**src/rtl/rns_residue_select.sv**
```systemverilog
// Per-channel RNS operand selector: two register stages with valid/ready
// backpressure, choosing residue, alternate, modular negation or masked mix.
module rns_residue_select #(
    parameter int               C      = 3,
    parameter int               W      = 4,
    parameter logic [C*W-1:0]   MODULI = {4'd9, 4'd8, 4'd7}
) (
    input  logic           clk,
    input  logic           rst_n,
    input  logic           in_valid,
    output logic           in_ready,
    input  logic [C*W-1:0] in_num,
    input  logic [C*W-1:0] in_comp,
    input  logic [1:0]     in_mode,
    input  logic [C-1:0]   in_mask,
    output logic           out_valid,
    input  logic           out_ready,
    output logic [C*W-1:0] out_data,
    output logic [C-1:0]   out_err
);

    logic           r_s1_valid;
    logic [C*W-1:0] r_s1_num;
    logic [C*W-1:0] r_s1_comp;
    logic [1:0]     r_s1_mode;
    logic [C-1:0]   r_s1_mask;
    logic [C-1:0]   r_s1_err_num;
    logic [C-1:0]   r_s1_err_comp;

    logic           r_out_valid;
    logic [C*W-1:0] r_out_data;
    logic [C-1:0]   r_out_err;

    logic           w_s1_adv;
    logic           w_s2_adv;
    logic [C-1:0]   w_err_num;
    logic [C-1:0]   w_err_comp;
    logic [C*W-1:0] w_res;
    logic [C-1:0]   w_err;

    // Only out_ready reaches in_ready combinationally.
    assign w_s2_adv = !r_out_valid || out_ready;
    assign w_s1_adv = !r_s1_valid || w_s2_adv;
    assign in_ready = w_s1_adv;

    genvar i;
    generate
        for (i = 0; i < C; i++) begin : g_ch
            logic [W-1:0] w_m;
            logic [W-1:0] w_n;
            logic [W-1:0] w_c;
            logic [W-1:0] w_neg;
            logic         w_pick_comp;
            logic         w_sel_err;
            logic [W-1:0] w_r;

            assign w_m = MODULI[i*W +: W];

            assign w_err_num[i]  = in_num[i*W +: W]  >= w_m;
            assign w_err_comp[i] = in_comp[i*W +: W] >= w_m;

            assign w_n = r_s1_num[i*W +: W];
            assign w_c = r_s1_comp[i*W +: W];
            // Mod-2^W difference equals the W+1-bit result truncated; only
            // consulted when num < m, so it is always in range.
            assign w_neg = w_m - w_n;

            assign w_pick_comp = (r_s1_mode == 2'd1) ||
                                 ((r_s1_mode == 2'd3) && r_s1_mask[i]);
            assign w_sel_err   = w_pick_comp ? r_s1_err_comp[i] : r_s1_err_num[i];

            always_comb begin
                w_r = w_n;
                case (r_s1_mode)
                    2'd0:    w_r = w_n;
                    2'd1:    w_r = w_c;
                    2'd2:    w_r = (w_n == '0) ? '0 : w_neg;
                    default: w_r = r_s1_mask[i] ? w_c : w_n;
                endcase
            end

            assign w_res[i*W +: W] = w_sel_err ? '0 : w_r;
            assign w_err[i]        = w_sel_err;
        end
    endgenerate

    always_ff @(posedge clk) begin
        if (!rst_n) begin
            r_s1_valid  <= 1'b0;
            r_out_valid <= 1'b0;
            r_out_data  <= '0;
            r_out_err   <= '0;
        end else begin
            if (w_s1_adv) begin
                r_s1_valid <= in_valid;
                if (in_valid) begin
                    r_s1_num      <= in_num;
                    r_s1_comp     <= in_comp;
                    r_s1_mode     <= in_mode;
                    r_s1_mask     <= in_mask;
                    r_s1_err_num  <= w_err_num;
                    r_s1_err_comp <= w_err_comp;
                end
            end
            // Output registers hold while stalled so the result stays stable.
            if (w_s2_adv) begin
                r_out_valid <= r_s1_valid;
                if (r_s1_valid) begin
                    r_out_data <= w_res;
                    r_out_err  <= w_err;
                end
            end
        end
    end

    assign out_valid = r_out_valid;
    assign out_data  = r_out_data;
    assign out_err   = r_out_err;

endmodule

```
**config.mk**
```make
export PLATFORM = sky130hd
export DESIGN_NAME = rns_residue_select
export DESIGN_NICKNAME = d
export VERILOG_FILES = /design/src/rtl/rns_residue_select.sv
export SDC_FILE = /design/constraint.sdc
export NUM_CORES = 1
export LEC_CHECK = 0
export BUFFER_PORTS_ARGS = -buffer_cell sky130_fd_sc_hd__buf_2
export CAP_MARGIN = 20
export CORE_MARGIN = 10
export CORE_UTILIZATION = 45
export CTS_BUF_LIST = sky130_fd_sc_hd__clkbuf_2 sky130_fd_sc_hd__clkbuf_4 sky130_fd_sc_hd__clkbuf_8
export DETAILED_ROUTE_END_ITERATION = 7
export PLACE_DENSITY = 0.71
export SYNTH_ARGS = -nofsm -noshare
export SYNTH_HDL_FRONTEND = slang
export SYNTH_SLANG_ARGS = --single-unit
```
**constraint.sdc**
```tcl
create_clock -name clk -period 1.9 [get_ports clk]
set_input_delay 0.285 -clock clk [delete_from_list [all_inputs] [get_ports clk]]
set_output_delay 0.285 -clock clk [all_outputs]
set_load 0.005 [all_outputs]
```
### Yosys cells after proc, flatten, opt, wreduce, memory -nomap -nowiden

Index checks and enable logic that the tools add are counted.

| operators by class | value |
|---|---|
| shift operators | 0 |
| multiply operators | 0 |
| mux-type cells | 15 |
| add/subtract/negate cells | 3 |
| $lt $le $gt $ge | 6 |
| divide/modulo/power cells | 0 |
| reduce and logical (&&, ||, !) cells | 16 |
| eq/ne operators | 3 |
| bitwise operators | 0 |

Operator list:

| cell | number |
|---|---|
| 4-bit 2-to-1 mux | 9 |
| 4-bit case mux with 3 select lines | 3 |
| 4-bit >= comparator, second input constant | 4 |
| 4-bit logical NOT | 3 |
| 4-bit by 3-bit >= comparator with 1-bit output, second input constant | 2 |
| 4-bit subtractor, first input constant | 2 |
| 1-bit logical OR | 5 |
| 2-bit equality test, second input constant | 2 |
| 3-bit by 4-bit subtractor with 4-bit output, first input constant | 1 |
| 1-bit logical AND | 3 |
| 1-bit 2-to-1 mux | 3 |
| 3-bit AND reduction | 1 |
| 2-bit by 1-bit equality test with 1-bit output, second input constant | 1 |
| 1-bit logical NOT | 2 |
| 2-bit logical NOT | 1 |
| 2-bit AND reduction | 1 |

| word-level totals | value |
|---|---|
| bits in read-only memories | 0 |
| register bits after elaboration | 52 |
| output and inout port bits | 17 |
| memory bits (writable) | 0 |
| bits of input ports | 33 |
| memories kept | 0 |
| word-level logic and storage cells | 53 |
| latch bits | 0 |

### Logic depth before layout (Yosys ltp)

Gate-level depths: netlist (run 1).

| depth | value |
|---|---|
| depth in word-level cells | 5 |
| gate-level depth with buffers | 7 |
| mapped depth without buffers | 7 |

### Worst setup path before layout (run 1)

No wires, ideal clock.

| path | value |
|---|---|
| path kind | in2reg |
| from | input port rst_n |
| to | register r_s1_comp[0], enable pin |
| arrival time | 1.472 ns |
| buffers on the path | 1 |
| stages on the path | 2 |
| library setup time | 0.396 ns |
| required time | 1.504 ns |
| slack | 0.032 ns |
| cell sequence | clkbuf_1 > and3_1 |

| between the ends | value |
|---|---|
| word-level cells in the longest chain between the ends | 1 |

Ends and longest elaborated chain:

| what | RTL line | text |
|---|---|---|
| start: declaration | 9 | `input logic rst_n,` |
| 3-bit AND reduction (no source line) | -- |  |
| end signal: assignment | 98 | `r_s1_comp <= in_comp;` |
| end: declaration | 24 | `logic [C*W-1:0] r_s1_comp;` |

No other way between the ends.
A chain may end at the register's enable or synchronous reset.

### Worst setup path in the final report (run 1)

| path | value |
|---|---|
| from | register r_out_valid (netlist: out_valid) |
| to | register r_out_data[7] (netlist: out_data[7]) |

| between the ends | value |
|---|---|
| word-level cells in the longest chain between the ends | 3 |

Ends and longest elaborated chain:

| what | RTL line | text |
|---|---|---|
| start: declaration | 30 | `logic r_out_valid;` |
| start signal: assignment | 107 | `r_out_valid <= r_s1_valid;` |
| 1-bit logical NOT | 42 | `assign w_s2_adv = !r_out_valid \|\| out_ready;` |
| 1-bit logical OR | 42 |  |
| 2-bit AND reduction (no source line) | -- |  |
| end signal: assignment | 109 | `r_out_data <= w_res;` |
| end: declaration | 31 | `logic [C*W-1:0] r_out_data;` |

No other way between the ends.

==> results.yml, run 1 <==
yosys:
  syn_area_um2: 2230
  synthDistinctLibCells: 47
  synth_edf_count: 35
  synth_top_area_share: 0.471
  synth_ff_type: "edfxtp_1"
  async_reset_ff_frac: 0
  synth_area_leaders: "edfxtp_1 (47%), dfxtp_1 (15%), mux2i_1 (3.6%)"
  synth_cells: 178
  yosys_warnings: 0
  yosysTopAreaCell: "edfxtp_1"
  synth.most_common_cell: "edfxtp_1"
  synth.yosys.seq_area_share: 0.623
  syn-mean-instance-area_um2: 12.5
  syn-num-nets: 213
  ys_ff_latch: 52
  synth_commonest_cells: "edfxtp_1 (35), dfxtp_1 (17), nor2_1 (11), a21oi_1 (9), nand2_1 (9)"
cts:
  numCtsBuffers: 5
  cts_buffer_depth: 2
  h-tree-depth: 2
  root_buffer: "clkbuf_8"
  clock_latency_ns: 0.30
  cts_tree: "yes"
  cts_setup_buffers: 0
  clk_pin_slew_worst_paths_ns: 0.09
  cts_sinks: 52
  hold_buffers: 0
  cts_resized: 0
routing:
  drt-initial-drc-count: 144
  vias: 1535
  wl_met3_um: 311
  viasPerCell: 5.20
  dr.pass1.iters: 4
  routed_wl_mm: 4.46
  drc: 0
  wl_met1_mm: 2.03
  ant_nets: 0
  top_layer_used: "met4"
  wl_per_cell_um: 15.1
  met2WireLength_mm: 2.09
critical_path:
  startpoint_type: "flip-flop"
  critPathArrivalTime_ns: 1.90
  crit_required_ns: 2.13
  crit_slowest_cell: "a311oi_2"
  max_stage_delay_ns: 0.38
  crit_path_end_kind: "flip-flop"
  path_buf_inv: 1
  crit_type: "flip-flop to flip-flop"
  crit_chain: "nor2b_1 > nand2b_1 > buf_4 > a311oi_2 > o211ai_2 > a21oi_2"
  crit_path_max_fanout: 12
  cp_top_family: "compound AO/OA/AOI/OAI gates"
die:
  rows: 25
  fp.dieW_um: 90.5
  start_util: 0.470
  die_area_um2: 8180
  core_um2: 4750
  pin_count: 50
  dieHeight_um: 90.5
layout:
  syn_to_final_growth_pct: 18.4
  drive_gt1_frac: 0.311
  postLayoutCoreUtil: 0.556
  diodes: 0
  stdcell_area_um2: 2650
  num-nets-final: 262
  instances_no_fill: 295
timing:
  slew_violations: 0
  setup_ws_ns: 0.230
  tightestPinTransition_ns: 0.437
  fmax_mhz: 599
  min_period_over_period: 0.879
  setup_tns_ns: 0
  fin_crit_ns: 1.67
  skew_ns: 0.00456
  whs_ns: 0.162
  hold_violations: 0
  setup_viol: 0
  rsz0062_at_grt: "false"
  relSlewSlack: 0.709
placed_design:
  placed_area_um2: 2550
  io_buffers: 49
  place_ws_ns: 0.244
  post-dp-hpwl_mm: 3.37
  place.gp.congestion: 0.794
  dp_cells: 287
grt:
  grt_usage: 0.113
  grt_pass1_wl_mm: 7.59
  antenna_found_initial: 0
  grt_pass1_vias: 1545
  gr-total-overflow: 0
  grt_max_degree: 36
status:
  status: "finished clean"
power_and_ir_drop:
  ir_drop_uv: 383
  fin_total_pwr_mw: 2.14
  powerDensity_nw_per_um2: 810
  leakage_nw: 1.07
hold_path:
  min_path_type: "primary input to flip-flop"
flow_run:
  drv_cap: 0
[placed cells by master, fill, tap and decap left out, types with 2 or more instances in the layout]
cell type / synthesis / routed
a211oi_1: 2 / 2
a21oi_1: 9 / 9
a22o_1: 2 / 2
a22oi_1: 5 / 5
a311oi_2: 2 / 2
a31o_2: 3 / 3
a32o_1: 3 / 3
a32oi_1: 3 / 3
and3_1: 3 / 3
buf_2: 4 / 49
buf_4: 1 / 3
clkbuf_4: 0 / 2
clkbuf_8: 0 / 6
dfxtp_1: 17 / 17
edfxtp_1: 35 / 35
ha_1: 2 / 2
inv_1: 6 / 6
mux2_2: 2 / 2
mux2i_1: 8 / 8
nand2_1: 9 / 9
nand2b_1: 5 / 5
nor2_1: 11 / 11
nor2b_1: 4 / 4
nor3_1: 6 / 6
o21ai_0: 4 / 4
o31a_1: 3 / 3
or3_1: 3 / 3
[sequential cells by signal, summed over array words and instances (netlist names)]
signal / flops
out_err: 3
r_s1_valid: 1
out_data: 12
r_s1_err_num: 3
r_s1_mask: 3
r_s1_mode: 2
out_valid: 1
r_s1_err_comp: 3
r_s1_comp: 12
r_s1_num: 12
[worst paths after layout]
check         startpoint     endpoint  slack, ns  depth (start not counted)
min reg2reg  out_data[4]  out_data[4]       0.48                          2
max reg2reg    out_valid  out_data[7]       0.23                          6
min            in_num[5]  r_s1_num[5]       0.16                          1
max            out_valid  out_data[7]       0.23                          6
[cell families after synthesis]
| kind of cell | Yosys count | share of synthesized area |
|---|---|---|
| buffers and inverters | 18 | 0.0375 |
| DFF | 52 | 0.623 |
| muxes | 10 | 0.0459 |
| AOI/OAI and AO/OA | 46 | 0.162 |
| adders and majority gates | 2 | 0.0112 |
| xor gates and xnor gates | 1 | 0.00392 |
| and+or+nand+nor | 49 | 0.116 |
[where the power goes]
group          leakage, nW  internal, mW  switching, mW
clock network       0.0523         0.326          0.325
registers            0.467          1.26         0.0294
logic                0.546        0.0932          0.105
total                 1.07          1.68          0.459
[area by class of cell]
class	count	area, um2
sequential	52	1390
clock buffer	8	97.6
tap	67	83.8
timing repair buffer	53	288
multi-input combinational	108	758
inverter	7	26.3
fill	428	2110
[layer usage]
metal  vias to the layer above  GRT usage
met5                         -          0
met4                         0     0.0398
met3                         2     0.0432
met2                        51      0.166
met1                       705      0.147
li1                        777          -
Power figures use the tool's default switching activity.
==> inputs of run 2 (changes only) <==
--- a/config.mk
+++ b/config.mk
@@ -12,6 +12,7 @@
 export CTS_BUF_LIST = sky130_fd_sc_hd__clkbuf_2 sky130_fd_sc_hd__clkbuf_4 sky130_fd_sc_hd__clkbuf_8
 export DETAILED_ROUTE_END_ITERATION = 7
 export PLACE_DENSITY = 0.71
+export REMOVE_ABC_BUFFERS = 1
 export SYNTH_ARGS = -nofsm -noshare
 export SYNTH_HDL_FRONTEND = slang
 export SYNTH_SLANG_ARGS = --single-unit
==> results.yml, run 2 (synthesized netlist as in run 1, its figures left out) <==
routing:
  ant_nets: 0
  vias: 1558
  drc: 0
  dr.pass1.iters: 4
  routed_wl_mm: 4.58
  viasPerCell: 5.23
  wl_per_cell_um: 15.4
  drt-initial-drc-count: 132
die:
  fp.dieW_um: 90.5
  rows: 25
  start_util: 0.470
  die_area_um2: 8180
  core_um2: 4750
  dieHeight_um: 90.5
  pin_count: 50
grt:
  grt_pass1_wl_mm: 7.80
  met1_usage: 0.142
  grt_max_degree: 36
  grtUsageMet3: 0.0374
  gr-total-overflow: 0
  busiest_layer: "met2"
  met2_usage: 0.188
  grt_pass1_vias: 1591
  grt_usage: 0.115
  antenna_found_initial: 0
cts:
  clk_pin_slew_worst_paths_ns: 0.09
  cts_sinks: 52
  cts_buffer_depth: 2
  cts_setup_buffers: 0
  cts_tree: "yes"
  root_buffer: "clkbuf_8"
  cts_resized: 0
  hold_buffers: 0
  numCtsBuffers: 5
  clock_latency_ns: 0.30
  h-tree-depth: 2
critical_path:
  crit_path_end_kind: "flip-flop"
  reg2reg_from: "r_s1_mode[0]"
  critPathArrivalTime_ns: 1.90
  crit_path_max_fanout: 12
  worstReg2RegEnd: "out_data[8]"
  crit_type: "flip-flop to flip-flop"
  ff2ff_path_depth: 5
  crit_path_start: "r_s1_mode[0]"
  startpoint_type: "flip-flop"
  crit_required_ns: 2.12
  rrSetupSlack_ns: 0.21
layout:
  multi_input_area_um2: 758
  register_area_um2: 1390
  instances_no_fill: 298
  final_common_cell: "buf_2"
  fill_cells: 437
  diodes: 0
  most-common-layout-cells: "buf_2 (49), edfxtp_1 (35), dfxtp_1 (17)"
  drive_gt1_frac: 0.316
  syn_to_final_growth_pct: 18.8
  num-nets-final: 265
hold_path:
  hold_depth: 1
  holdPathEnd: "r_s1_mode[0]"
  min_path_type: "primary input to flip-flop"
  hp-start: "in_mode[0]"
power_and_ir_drop:
  internal_power_mw: 1.61
  power.share.sequential: 0.621
  ir_drop_uv: 508
  switching_share: 0.227
  fin_total_pwr_mw: 2.08
  switchingPower_uw: 472
  clkPwrFrac: 0.281
  pwr-share-comb: 0.097
  leakage_nw: 1.07
  powerDensity_nw_per_um2: 785
timing:
  slew_violations: 0
  rsz0062_at_grt: "false"
  setup_tns_ns: 0
  relSlewSlack: 0.676
  skew_ns: 0.00955
  tightestPinTransition_ns: 0.486
  setup_viol: 0
  fmax_mhz: 593
  fin_crit_ns: 1.69
  min_period_over_period: 0.887
  hold_violations: 0
placed_design:
  post-dp-hpwl_mm: 3.49
  io_buffers: 49
  dp_cells: 290
  place.gp.congestion: 0.761
status:
  status: "finished clean"
flow_run:
  drv_cap: 0
run 2: worst max-delay path by stage:
stage | end | depth (start not counted)
2_1_floorplan | r_s1_comp[0] | 3
3_3_place_gp | out_data[8] | 5
3_5_place_dp | out_data[8] | 5
4_1_cts | out_data[8] | 5
5_1_grt | out_data[8] | 5
6_report | out_data[8] | 5
run 2: cell type report:
class	instances	area share
clock inverters	3	0.00519
repair buffers	56	0.117
flip-flops and latches	52	0.525
clock buffers	5	0.0259
well taps	67	0.0316
multi-input cells	108	0.286
inverters	7	0.00991
run 2: per-stage QoR:
| step | util | worst slack (ns) | instance area (um2) | hold slack [ns] |
|---|---|---|---|---|
| 2_1_floorplan | - | 0.0370 | 2180 | 0.384 |
| 3_3_place_gp | 0.541 | 0.263 | 2570 | 0.461 |
| 3_5_place_dp | 0.541 | 0.260 | 2570 | 0.463 |
| 4_1_cts | 0.558 | 0.200 | 2650 | 0.148 |
| 5_1_grt | 0.558 | 0.0445 | 2650 | 0.137 |
| 6_report | 0.558 | 0.214 | 2650 | 0.159 |
run 2: critical path: stages (launching register included):
cell and delay [ns]:
edfxtp_1 0.62, buf_4 0.25, a21oi_1 0.08, a311oi_2 0.39, a21oi_1 0.07, a211oi_1 0.20
run 2: power groups by stage:
stage / registers (mW) / clock network [mW] / logic (mW)
after global placement: 1.32 / 0 / 0.200
after global routing: 1.30 / 0.654 / 0.229
after floorplan: 1.32 / 0 / 0.103
after CTS: 1.29 / 0.602 / 0.205
final: 1.29 / 0.586 / 0.203
after detailed placement: 1.32 / 0 / 0.203
run 2: routing by layer:
layer  share of wire  vias to the layer above
met3           0.050                        7
li1                -                      786
met2            0.49                       35
met5               0                        -
met1            0.45                      730
met4           0.010                        0
==> inputs of run 3 (changes only) <==
--- a/config.mk
+++ b/config.mk
@@ -8,10 +8,11 @@
 export BUFFER_PORTS_ARGS = -buffer_cell sky130_fd_sc_hd__buf_2
 export CAP_MARGIN = 20
 export CORE_MARGIN = 10
-export CORE_UTILIZATION = 45
+export CORE_UTILIZATION = 50
 export CTS_BUF_LIST = sky130_fd_sc_hd__clkbuf_2 sky130_fd_sc_hd__clkbuf_4 sky130_fd_sc_hd__clkbuf_8
 export DETAILED_ROUTE_END_ITERATION = 7
-export PLACE_DENSITY = 0.71
+export GPL_TIMING_DRIVEN = 0
+export PLACE_DENSITY = 0.78
 export REMOVE_ABC_BUFFERS = 1
 export SYNTH_ARGS = -nofsm -noshare
 export SYNTH_HDL_FRONTEND = slang
==> constraint.sdc (replaced) <==
create_clock -name clk -period 1.9 [get_ports clk]
set_input_delay 0.285 -clock clk [delete_from_list [all_inputs] [get_ports clk]]
set_output_delay 0.285 -clock clk [all_outputs]
set_load 0.1 [all_outputs]
==> results.yml, run 3 (synthesized netlist as in run 1, its figures left out) <==
layout:
  num-nets-final: 261
  final_common_cell: "buf_2"
  drive_gt1_frac: 0.317
  diodes: 0
  most-common-layout-cells: "buf_2 (49), edfxtp_1 (35), dfxtp_1 (17)"
  syn_to_final_growth_pct: 18.3
critical_path:
  startpoint_type: "flip-flop"
  critPathArrivalTime_ns: 1.96
  crit_path_max_fanout: 10
  crit_type: "flip-flop to flip-flop"
  crit_required_ns: 2.13
  crit_chain: "buf_4 > or4b_1 > nor3_1 > a21o_1 > o211ai_2 > a21oi_2"
  crit_path_end_kind: "flip-flop"
  crit_slowest_cell: "edfxtp_1"
  max_stage_delay_ns: 0.55
  ff2ff_path_depth: 6
grt:
  grt_max_degree: 25
  grt_pass1_vias: 1554
  antenna_found_initial: 0
  grt_usage: 0.117
  grt_pass1_wl_mm: 7.07
  gr-total-overflow: 0
status:
  status: "finished clean"
power_and_ir_drop:
  ir_drop_uv: 583
  powerDensity_nw_per_um2: 857
  fin_total_pwr_mw: 2.26
  leakage_nw: 1.07
placed_design:
  io_buffers: 49
  place_ws_ns: -0.111
  post-dp-hpwl_mm: 3.21
  place.gp.congestion: 0.800
routing:
  drc: 0
  vias: 1561
  routed_wl_mm: 4.38
  dr.pass1.iters: 4
  drt-initial-drc-count: 94
  ant_nets: 0
  wl_per_cell_um: 15.7
  viasPerCell: 5.59
cts:
  numCtsBuffers: 5
  h-tree-depth: 2
  cts_tree: "yes"
  root_buffer: "clkbuf_8"
  cts_sinks: 52
  clock_latency_ns: 0.31
  cts_buffer_depth: 2
  clk_pin_slew_worst_paths_ns: 0.09
timing:
  skew_ns: 0.0158
  setup_tns_ns: 0
  fmax_mhz: 579
  tightestPinTransition_ns: 0.629
  rsz0062_at_grt: "false"
  relSlewSlack: 0.581
  setup_ws_ns: 0.172
  min_period_over_period: 0.910
  slew_violations: 0
  setup_viol: 0
  hold_violations: 0
  fin_crit_ns: 1.73
flow_run:
  drv_cap: 0
die:
  rows: 24
  die_area_um2: 7540
  start_util: 0.513
  dieHeight_um: 86.8
  core_um2: 4350
  pin_count: 50
  fp.dieW_um: 86.8
hold_path:
  min_path_type: "primary input to flip-flop"
  hold_depth: 1
## run 3: worst max-delay path: cells and delay by family, from the launching register on
family / cells / cell delay [ns]
AND/OR/NAND/NOR: 2 / 0.60
AO/OA/AOI/OAI: 3 / 0.32
buffers and inverters: 1 / 0.18
flip-flops: 1 / 0.55
## run 3: final timing paths
| kind | end | slack (ns) | startpoint |
|---|---|---|---|
| setup reg to reg | out_data[7] | 0.17 | r_s1_mode[1] |
| setup / recovery | out_data[7] | 0.17 | r_s1_mode[1] |
| hold / removal | r_s1_mask[2] | 0.15 | in_mask[2] |
| hold reg to reg | out_data[4] | 0.48 | out_data[4] |
## run 3: layout make-up
cell class                 instances  area, um2
tap                               52       65.1
inverter                           7       26.3
multi-input combinational        108        774
timing repair buffer              52        288
clock buffer                       8       97.6
fill                             357       1710
sequential                        52       1390
## run 3: timing repair
item | 4_1_cts | 5_1_grt
hold buffers | 0 | 0
endpoints found under the setup margin | 9 | 9
gates resized for setup | 0 | 3
gates cloned | 0 | 0
setup buffers | 1 | 1
## run 3: power by group
group	switching [mW]	total (mW)	leakage, nW	internal (mW)
combinational	0.216	0.311	0.546	0.0955
clock	0.331	0.657	0.0523	0.326
sequential	0.0333	1.30	0.467	1.26
total	0.580	2.26	1.07	1.68
## run 3: through the flow
stage | hold WS [ns] | cells | utilization | cell area [um2]
5_1_grt | 0.136 | 279 | 0.607 | 2640
2_1_floorplan | 0.384 | 167 | - | 2180
6_report | 0.146 | 279 | 0.607 | 2640
3_5_place_dp | 0.463 | 269 | 0.577 | 2510
3_3_place_gp | 0.462 | 268 | 0.571 | 2490
4_1_cts | 0.140 | 278 | 0.601 | 2620
## run 3: layer usage
metal	GRT usage	vias to the layer above	part of all wire
li1	-	771	-
met1	0.140	740	0.43
met2	0.185	44	0.48
met3	0.0422	6	0.078
met4	0.0457	0	0.015
met5	0	-	0
